==> src/rtl/mux41_pkg.sv <==
// Shared definitions for the 4-to-1 conditional-operator selector.
// Contents: select-code encodings and the default operand width.
package mux41_pkg;

  localparam int MUX_W = 4;

  typedef enum logic [1:0] {
    SEL_A = 2'd0,
    SEL_B = 2'd1,
    SEL_C = 2'd2,
    SEL_D = 2'd3
  } sel_e;

endpackage

==> src/rtl/mux41_conop_if.sv <==
// Bus bundle for mux41_conop.
// master : drives en, sel, a..d; observes y_comb, y, y_valid, sel_q.
// slave  : the selector itself.
interface mux41_conop_if #(
  parameter int WIDTH = mux41_pkg::MUX_W
);
  logic             en;
  logic [1:0]       sel;
  logic [WIDTH-1:0] a;
  logic [WIDTH-1:0] b;
  logic [WIDTH-1:0] c;
  logic [WIDTH-1:0] d;
  logic [WIDTH-1:0] y_comb;
  logic [WIDTH-1:0] y;
  logic             y_valid;
  logic [1:0]       sel_q;

  modport master (
    output en, sel, a, b, c, d,
    input  y_comb, y, y_valid, sel_q
  );

  modport slave (
    input  en, sel, a, b, c, d,
    output y_comb, y, y_valid, sel_q
  );
endinterface

==> src/rtl/mux41_core.sv <==
// Purely combinational 4-to-1 selector written as a nested conditional.
// Ports: sel (2-bit code), a/b/c/d (WIDTH-bit sources), y (selected value).
// An X/Z select resolves bitwise where the candidates agree, X elsewhere.
module mux41_core
  import mux41_pkg::*;
#(
  parameter int WIDTH = MUX_W
) (
  input  logic [1:0]       sel,
  input  logic [WIDTH-1:0] a,
  input  logic [WIDTH-1:0] b,
  input  logic [WIDTH-1:0] c,
  input  logic [WIDTH-1:0] d,
  output logic [WIDTH-1:0] y
);

  assign y = (sel == SEL_A) ? a :
             (sel == SEL_B) ? b :
             (sel == SEL_C) ? c : d;

endmodule

==> src/rtl/mux41_conop.sv <==
// 4-to-1 operand selector with a combinational and an optional registered
// result.
// Ports: clk, rst_n (async active-low), bus (slave modport: en, sel, a..d in;
// y_comb, y, y_valid, sel_q out).
// REG_OUT=1: y/sel_q capture on en, y_valid pulses one cycle per capture.
// REG_OUT=0: y/y_valid/sel_q are straight combinational copies.
module mux41_conop
  import mux41_pkg::*;
#(
  parameter int WIDTH   = MUX_W,
  parameter bit REG_OUT = 1'b1
) (
  input  logic          clk,
  input  logic          rst_n,
  mux41_conop_if.slave  bus
);

  mux41_core #(.WIDTH(WIDTH)) u_core (
    .sel (bus.sel),
    .a   (bus.a),
    .b   (bus.b),
    .c   (bus.c),
    .d   (bus.d),
    .y   (bus.y_comb)
  );

  generate
    if (REG_OUT) begin : g_reg
      logic [WIDTH-1:0] y_r;
      logic             valid_r;
      logic [1:0]       sel_r;

      always_ff @(posedge clk or negedge rst_n) begin
        if (!rst_n) begin
          y_r     <= '0;
          valid_r <= 1'b0;
          sel_r   <= 2'd0;
        end else if (bus.en) begin
          y_r     <= bus.y_comb;
          valid_r <= 1'b1;
          sel_r   <= bus.sel;
        end else begin
          valid_r <= 1'b0;
        end
      end

      assign bus.y       = y_r;
      assign bus.y_valid = valid_r;
      assign bus.sel_q   = sel_r;
    end else begin : g_comb
      // clk/rst_n have no load in this build; folded here to keep them
      // visibly intentional.
      logic unused_clk_rst;
      assign unused_clk_rst = clk ^ rst_n;

      assign bus.y       = bus.y_comb;
      assign bus.y_valid = bus.en;
      assign bus.sel_q   = bus.sel;
    end
  endgenerate

endmodule

==> src/flat_wrapper.sv <==
// flat-port wrapper written by rule: the top's interface ports become plain ports
module mux41_conop_flat import mux41_pkg::*;
#(
  parameter int WIDTH   = MUX_W,
  parameter bit REG_OUT = 1'b1
)
  (clk, rst_n, bus_en, bus_sel, bus_a, bus_b, bus_c, bus_d, bus_y_comb, bus_y, bus_y_valid, bus_sel_q);
  mux41_conop_if #(.WIDTH(WIDTH)) bus_i ();
  input  logic clk;
  input  logic rst_n;
  input wire logic [$bits(bus_i.en)-1:0] bus_en;
  input wire logic [$bits(bus_i.sel)-1:0] bus_sel;
  input wire logic [$bits(bus_i.a)-1:0] bus_a;
  input wire logic [$bits(bus_i.b)-1:0] bus_b;
  input wire logic [$bits(bus_i.c)-1:0] bus_c;
  input wire logic [$bits(bus_i.d)-1:0] bus_d;
  output wire logic [$bits(bus_i.y_comb)-1:0] bus_y_comb;
  output wire logic [$bits(bus_i.y)-1:0] bus_y;
  output wire logic [$bits(bus_i.y_valid)-1:0] bus_y_valid;
  output wire logic [$bits(bus_i.sel_q)-1:0] bus_sel_q;
  assign bus_i.en = bus_en;
  assign bus_i.sel = bus_sel;
  assign bus_i.a = bus_a;
  assign bus_i.b = bus_b;
  assign bus_i.c = bus_c;
  assign bus_i.d = bus_d;
  assign bus_y_comb = bus_i.y_comb;
  assign bus_y = bus_i.y;
  assign bus_y_valid = bus_i.y_valid;
  assign bus_sel_q = bus_i.sel_q;
  mux41_conop #(.WIDTH(WIDTH), .REG_OUT(REG_OUT)) u_core (.clk(clk), .rst_n(rst_n), .bus(bus_i));
endmodule
==> config.mk <==
export PLATFORM = sky130hd
export DESIGN_NAME = mux41_conop_flat
export DESIGN_NICKNAME = d
export VERILOG_FILES = /design/src/rtl/mux41_pkg.sv /design/src/rtl/mux41_conop_if.sv /design/src/rtl/mux41_core.sv /design/src/rtl/mux41_conop.sv /design/src/flat_wrapper.sv
export SDC_FILE = /design/constraint.sdc
export NUM_CORES = 1
export LEC_CHECK = 0
export ABC_AREA = 1
export BUFFER_PORTS_ARGS = -buffer_cell sky130_fd_sc_hd__buf_2
export CORE_MARGIN = 2
export CORE_UTILIZATION = 25
export DETAILED_ROUTE_END_ITERATION = 16
export GPL_ROUTABILITY_DRIVEN = 0
export PLACE_DENSITY = 0.61
export SYNTH_ARGS = -nofsm -noshare
export SYNTH_HDL_FRONTEND = slang
export SYNTH_HIERARCHICAL = 1
export SYNTH_SLANG_ARGS = --single-unit
==> constraint.sdc <==
create_clock -name clk -period 1.9 [get_ports clk]
set_input_delay 0.57 -clock clk [delete_from_list [all_inputs] [get_ports clk]]
set_output_delay 0.57 -clock clk [all_outputs]
set_load 0.02 [all_outputs]
Word level (Yosys, flattened, before mapping)
Cells that the tools add are included.
{ "totals": {"romBits": 0, "latchBits": 0, "n_memories": 0, "reg_bits": 7, "mem_bits_rw": 0} }
{ "op_classes": {"div": 0, "shift": 0, "n_eq_ne": 2, "mux": 4, "n_lt_le_gt_ge": 0, "n_mul": 0, "add_sub_neg": 0, "reduce_logical": 1, "bitwise": 0} }
{ "ops": {"columns": ["op", "n"], "rows": [
  ["4-bit two-way mux", 3],
  ["2-bit by 1-bit equality test with 1-bit output, second input constant", 1],
  ["2-bit equality test, second input constant", 1],
  ["2-bit zero test", 1],
  ["1-bit two-way mux", 1]
]} }

Depth between registers and ports, before layout
Gate-level depths: netlist of the first run.
{ "depth": {"word_depth": 4, "depth_mapped": 8, "ltp_nobuf": 8} }

Hierarchy
The synthesis of the first run kept the hierarchy.
{ "by_module_without_submodules": {"columns": ["module", "seq_area_each_um2", "n_inst", "cells_each", "area_each_um2"], "rows": [
  ["mux41_conop", 175.2, 1, 26, 246.5],
  ["mux41_core", 0.0, 1, 45, 188.9]
]} }

Worst setup path after synthesis of the first run
Ideal clock, no wire load.
{ "synth_timing": {"path_kind": "in2out", "start": "input bus_sel[0]", "end": "output bus_y_comb[0]", "path_stages": 5, "arrival_time_ns": 1.008, "setup_slack_ns": 0.322, "cell_sequence": "inv_2 > nand2_1 > nand3b_1 > nand2_1 > nand2_1"} }
{ "synth_via": {"elab_chain_cells": 4, "elab_cells_between_ends": 6} }
{ "synth_lines": {"columns": ["item", "line_no", "rtl"], "rows": [
  ["start: declaration", "flat_wrapper.sv:12", "input wire logic [$bits(bus_i.sel)-1:0] bus_sel;"],
  ["2-bit equality test", "mux41_core.sv:19", "(sel == SEL_C) ? c : d;"],
  ["4-bit two-way mux", "mux41_core.sv:19", null],
  ["4-bit two-way mux", "mux41_core.sv:18", "(sel == SEL_B) ? b :"],
  ["4-bit two-way mux (*)", "mux41_core.sv:17", "assign y = (sel == SEL_A) ? a :"],
  ["end: declaration", "flat_wrapper.sv:17", "output wire logic [$bits(bus_i.y_comb)-1:0] bus_y_comb;"]
]} }
Every way passes the cells marked *; elsewhere a longest branch is shown, timed or not.

Worst setup path in the final report of the first run
{ "layout_timing": {"start": "input bus_sel[1]", "end": "output bus_y_comb[2]"} }
Same word-level chain as after synthesis.

==> results.json, run 1 <==
{
  "powerDensity_mw_per_mm2": 677,
  "antenna_found_initial": 0,
  "dieWidth_um": 45.7,
  "core_mm2": 0.00169,
  "ctsHtreeMaxLevel": 1,
  "start_util_pct": 25.8,
  "grt_pass1_wl_mm": 1.74,
  "yosysUniqueCellTypes": 8,
  "ys_seq_area_share_pct": 40.2,
  "num_vias": 544,
  "vias_per_cell": 4.39,
  "yosys_warnings": 6,
  "num_rows": 15,
  "vdd_ir_drop_max_uv": 165,
  "use_met2_pct": 19.2,
  "max-cap-violations": 0,
  "final-max-slew-violation-count": 0,
  "grt_usage_pct": 11.7,
  "grt-ovfl-total": 0,
  "slew_headroom_pct": 89.4,
  "grt-busiest-layer": "met2",
  "drive_gt1_share_pct": 38.3,
  "first_pass_iters": 4,
  "wl_mm": 1.15,
  "drt_iter0_markers": 19,
  "synth_area_um2": 435,
  "most-common-layout-cells": "nand2_1, buf_2, dfrtp_1",
  "n_antenna_cell": 0,
  "worstPathArrival_ps": 1270,
  "cellLeakagePower_nw": 0.419,
  "fin_ws_ps": 58.9,
  "pre_cts_slack_ps": 17.5,
  "yosysTopAreaCell": "dfrtp_1",
  "grt_use_met3_pct": 1.59,
  "syn_nets": 92,
  "fin_crit_sh_pct": 96.9,
  "cp-end-kind": "output pin",
  "worstSetupStartpointType": "primary input",
  "ant_nets": 0,
  "dieHeight_um": 45.7,
  "nFillCells": 196,
  "max_freq_ghz": 0.543,
  "cp_max_fo": 8,
  "cts_hold_buf": 0,
  "setup_viol": 0,
  "cts_buffers": 3,
  "grt_pass1_vias": 453,
  "final_common_cell": "nand2_1",
  "avgSynthCellArea_um2": 6.13,
  "min_path_type": "in2async",
  "skew_ps": 0,
  "status": "finished, final reports clean",
  "hold_violations": 0,
  "grt_max_degree": 9,
  "yosys.area.top_type_share_pct": 40.2,
  "synth-seq-cells": 7,
  "numPortBuffers": 31,
  "cts_buffer_depth": 2,
  "design.die.area_mm2": 0.00209,
  "postSynthCellCount": 71,
  "wl_per_cell_um": 9.31,
  "clkLatencyLatePin_ps": 250,
  "cts_tree": "built",
  "synth_area_leaders": "dfrtp_1, nand2_1, nand3b_1",
  "cts-root-buf": "clkbuf_4",
  "place_hpwl_um": 951,
  "utilization_pct": 39.6,
  "worst_slew_pin_slew_ps": 158,
  "critPathKind": "in2out",
  "worstPathRequired_ps": 1330,
  "clk_pin_slew_ps": 50,
  "finalCriticalPeriod_ps": 1840,
  "syn_to_final_growth_pct": 53.7,
  "clock_sinks": 7,
  "gr-usage-met1_pct": 13.9,
  "drcViolationCount": 0,
  "num_io_pins": 32,
  "nNetsFinal": 129
}
## final cells by class
| cell class | count | area [µm²] | share of cell area (%) |
|---|---|---|---|
| tap | 17 | 21.3 | 3.18 |
| clock buffer | 4 | 26.3 | 3.93 |
| timing repair buffer | 32 | 174 | 26.0 |
| inverter | 11 | 46.3 | 6.92 |
| sequential | 7 | 175 | 26.2 |
| multi-input combinational | 53 | 226 | 33.8 |
## Yosys cell counts
library cell / number
dfrtp_1: 7
nand3_1: 4
nor2_1: 1
inv_1: 4
clkinv_1: 4
nand2_1: 44
nand3b_1: 4
inv_2: 3
## final timing paths
check                                    start             endpoint  slack (ps)  cells after the start
max in group asynchronous                rst_n      u_core/bus.y[3]        1610                      1
max                                 bus_sel[1]        bus_y_comb[2]          60                      6
min reg2reg                u_core/bus.sel_q[1]  u_core/bus.sel_q[1]         470                      2
min                                      rst_n   u_core/bus.y_valid         140                      1
max reg2reg                u_core/bus.sel_q[0]  u_core/bus.sel_q[0]        1300                      2
min in group clk           u_core/bus.sel_q[1]  u_core/bus.sel_q[1]         470                      2
## metrics by stage
stage / std cells / hold slack, ps / setup TNS (ps) / area, µm² / total power [mW]
2_1_floorplan: 71 / 274 / 0 / 435 / 0.252
3_3_place_gp: 120 / 407 / 0 / 619 / 0.313
3_5_place_dp: 120 / 410 / 0 / 619 / 0.315
4_1_cts: 124 / 139 / 0 / 646 / 0.453
5_1_grt: 124 / 143 / -3.05 / 669 / 0.485
6_report: 124 / 140 / 0 / 669 / 0.453
## flip-flops by register name, indices dropped and copies added, names as in the netlist
name,count
u_core/bus.y,4
u_core/bus.sel_q,2
u_core/bus.y_valid,1
## metal layers
metal | vias up | routed length (µm)
met3 | 2 | 89
met1 | 233 | 502
met4 | 0 | 14
met5 | - | 0
li1 | 283 | -
met2 | 26 | 548
## power breakdown
group,leakage (nW),switching (mW),internal (mW)
Combinational,0.319,0.0898,0.0576
Sequential,0.0851,0.00699,0.165
Clock,0.0150,0.0540,0.0801
## worst max-delay path, cell delays in order
cell	delay, ps
clkbuf_4	160
nor2_1	110
buf_4	130
nand2_1	50
nand2_1	80
buf_2	170
## timing repair
| action | in CTS | in global routing |
|---|---|---|
| buffers inserted | 0 | 0 |
| gates resized for setup | 0 | 10 |
| setup endpoints to repair | 0 | 4 |
## cell families (layout without fill, tap and decap cells)
group	Yosys count	in the layout	synth area share, %
flops	7	7	40.2
buf+inv	11	47	9.48
simple gates	53	53	50.3
No activity file was read; power rests on OpenSTA's default activity.
==> inputs of run 2 (changes only) <==
--- a/config.mk
+++ b/config.mk
@@ -5,13 +5,12 @@
 export SDC_FILE = /design/constraint.sdc
 export NUM_CORES = 1
 export LEC_CHECK = 0
-export ABC_AREA = 1
 export BUFFER_PORTS_ARGS = -buffer_cell sky130_fd_sc_hd__buf_2
-export CORE_MARGIN = 2
-export CORE_UTILIZATION = 25
+export CORE_AREA = 2 2 39 41
 export DETAILED_ROUTE_END_ITERATION = 16
+export DIE_AREA = 0 0 41 43
 export GPL_ROUTABILITY_DRIVEN = 0
-export PLACE_DENSITY = 0.61
+export PLACE_DENSITY = 0.7
 export SYNTH_ARGS = -nofsm -noshare
 export SYNTH_HDL_FRONTEND = slang
 export SYNTH_HIERARCHICAL = 1
==> run 2 against run 1 <==
The run now ends with negative setup slack left. Clock skew did not move. Combinational power is 14% higher. Non-clock buffer count increased by 4. Clock-buffer cell count unchanged. Wire length shrank 27%. Clock power shrank 3%. Worst hold slack better by 4.4 ps. Fmax fell by 3.8%. Final cell count decreased by 41%. Utilization rose by 6.2 points. Die area is 16% lower. Area after synthesis fell by 12%. Critical endpoint is now bus_y_comb[1]. Largest cell class is now buffers. Highest routed layer unchanged.
==> results.json, run 2 <==
{
  "grt_usage_pct": 11.9,
  "final-max-slew-violation-count": 0,
  "slew_headroom_pct": 85.9,
  "grt_max_degree": 8,
  "dr_wl_met2_um": 406,
  "ys_seq_area_share_pct": 45.9,
  "core_mm2": 0.00138,
  "avgSynthCellArea_um2": 21.2,
  "drt_iter0_markers": 0,
  "worst_slew_pin_slew_ps": 212,
  "worstPathRequired_ps": 1330,
  "vdd_ir_drop_max_uv": 236,
  "nNetsFinal": 79,
  "drcViolationCount": 0,
  "worstPathArrival_ps": 1340,
  "grt_pass1_vias": 315,
  "wl_met1_um": 338,
  "cp_max_fo": 5,
  "clock_sinks": 7,
  "clk_pin_slew_ps": 50,
  "synth_area_leaders": "dfrtp_1, mux4_1, mux2_4",
  "yosys_warnings": 6,
  "final_common_cell": "buf_2",
  "synth_common_cells": "dfrtp_1, mux2_4, mux4_1",
  "cts_buffer_depth": 2,
  "critPathKind": "in2out",
  "max_freq_ghz": 0.523,
  "finalCriticalPeriod_ps": 1910,
  "cts_tree": "built",
  "drive_gt1_share_pct": 86.0,
  "dieWidth_um": 41,
  "fin_setup_tns_ps": -13.1,
  "synthFlopType": "dfrtp_1",
  "worstSetupStartpointType": "primary input",
  "synth-async-reset-ratio_pct": 100,
  "rsz0062_at_grt": "true",
  "powerDensity_mw_per_mm2": 748,
  "most-common-layout-cells": "buf_2, dfrtp_1, mux2_4",
  "grt-ovfl-total": 0,
  "ctsHtreeMaxLevel": 1,
  "yosysUniqueCellTypes": 4,
  "cellLeakagePower_nw": 0.332,
  "largest_reg_flops": 4,
  "n_antenna_cell": 0,
  "synth_most_common_cell": "dfrtp_1",
  "syn_to_final_growth_pct": 66.2,
  "start_util_pct": 27.6,
  "vias_per_cell": 4.52,
  "clkLatencyLatePin_ps": 250,
  "ant_nets": 0,
  "fin_ws_ps": -13.1,
  "min_path_type": "in2async",
  "max-cap-violations": 0,
  "wl_per_cell_um": 11.6,
  "antenna_found_initial": 0,
  "cts_buffers": 3,
  "num_rows": 14,
  "cp-end-kind": "output pin",
  "yosysTopAreaCell": "dfrtp_1",
  "postSynthCellCount": 18,
  "fin_crit_sh_pct": 101,
  "design.die.area_mm2": 0.00176,
  "maxUsedRoutingLayer": "met4",
  "num_io_pins": 32,
  "grt_pass1_wl_mm": 1.41,
  "met3_length_um": 84,
  "numPortBuffers": 31,
  "skew_ps": 0,
  "cts-root-buf": "clkbuf_4",
  "setup_viol": 1,
  "synth_edf_count": 0,
  "synth-seq-cells": 7,
  "synth_area_um2": 382,
  "cts_hold_buf": 0,
  "hold_violations": 0,
  "yosys.area.top_type_share_pct": 45.9,
  "wl_um": 844,
  "status": "finished with violations",
  "first_pass_iters": 1,
  "power_mw": 0.475,
  "violations": "negative setup slack",
  "num_vias": 330,
  "syn_nets": 39,
  "dieHeight_um": 43
}
==> run 2: cell count changes after synthesis, sizes merged, moves of 4 or more <==
cell	delta
clkinv	-4
inv	-7
mux2	+6
mux4	+4
nand2	-44
nand3	-4
nand3b	-4
==> run 2: final timing paths <==
kind | end | slack, ps | cells after the start | from
hold reg to reg | u_core/bus.y[3] | 510 | 1 | u_core/bus.y[3]
setup / recovery | bus_y_comb[1] | -10 | 3 | bus_sel[0]
max in group asynchronous | u_core/bus.y[1] | 1600 | 1 | rst_n
min in group clk | u_core/bus.y[3] | 510 | 1 | u_core/bus.y[3]
setup reg to reg | u_core/bus.y[2] | 1130 | 1 | u_core/bus.y[2]
hold / removal | u_core/bus.y_valid | 140 | 1 | rst_n
==> run 2: worst max-delay path, stage by stage <==
cell and delay (ps):
buf_12 90, mux4_2 530, buf_6 150
==> run 2: cell type report <==
| cell class | count | area [µm²] |
|---|---|---|
| Multi-Input combinational cell | 10 | 180 |
| Clock buffer | 4 | 26.3 |
| Timing Repair Buffer | 36 | 233 |
| Tap cell | 16 | 20.0 |
| Sequential cell | 7 | 175 |
| Fill cell | 133 | 749 |
==> run 2: cells by family (layout without fill, tap and decap cells) <==
family	count (synthesis)	in the layout	synth area share, %
multiplexers	10	10	51.1
flip-flops	7	7	45.9
buffers and inverters	1	40	2.95
==> run 2: metal layers <==
| layer | up-vias | GRT usage [%] |
|---|---|---|
| met2 | 26 | 17.5 |
| li1 | 150 | - |
| met4 | 0 | 8.00 |
| met1 | 152 | 16.4 |
| met3 | 2 | 0 |
| met5 | - | 0 |
==> run 2: what timing repair did <==
item / in CTS / in global routing
gates resized for setup: 16 / 0
endpoints found under the setup margin: 4 / 4
setup buffers: 1 / 1
endpoints found under the hold margin: 0 / 0
==> run 2: power by group <==
part,switching [mW],internal [mW]
logic,0.0724,0.0948
registers,0.0101,0.168
clock network,0.0498,0.0798
==> run 2: metrics by stage <==
| stage | cell area (µm²) | hold WS, ps | setup WS [ps] | utilization, % | cells |
|---|---|---|---|---|---|
| finish | 634 | 144 | -13.1 | 45.8 | 73 |
| global route | 634 | 144 | -37.0 | 45.8 | 73 |
| CTS | 627 | 140 | -23.5 | 45.3 | 72 |
| detailed placement | 568 | 408 | -202 | 41.0 | 67 |
| global placement | 568 | 405 | -188 | 41.0 | 67 |
| floorplan | 382 | 274 | 106 | - | 18 |
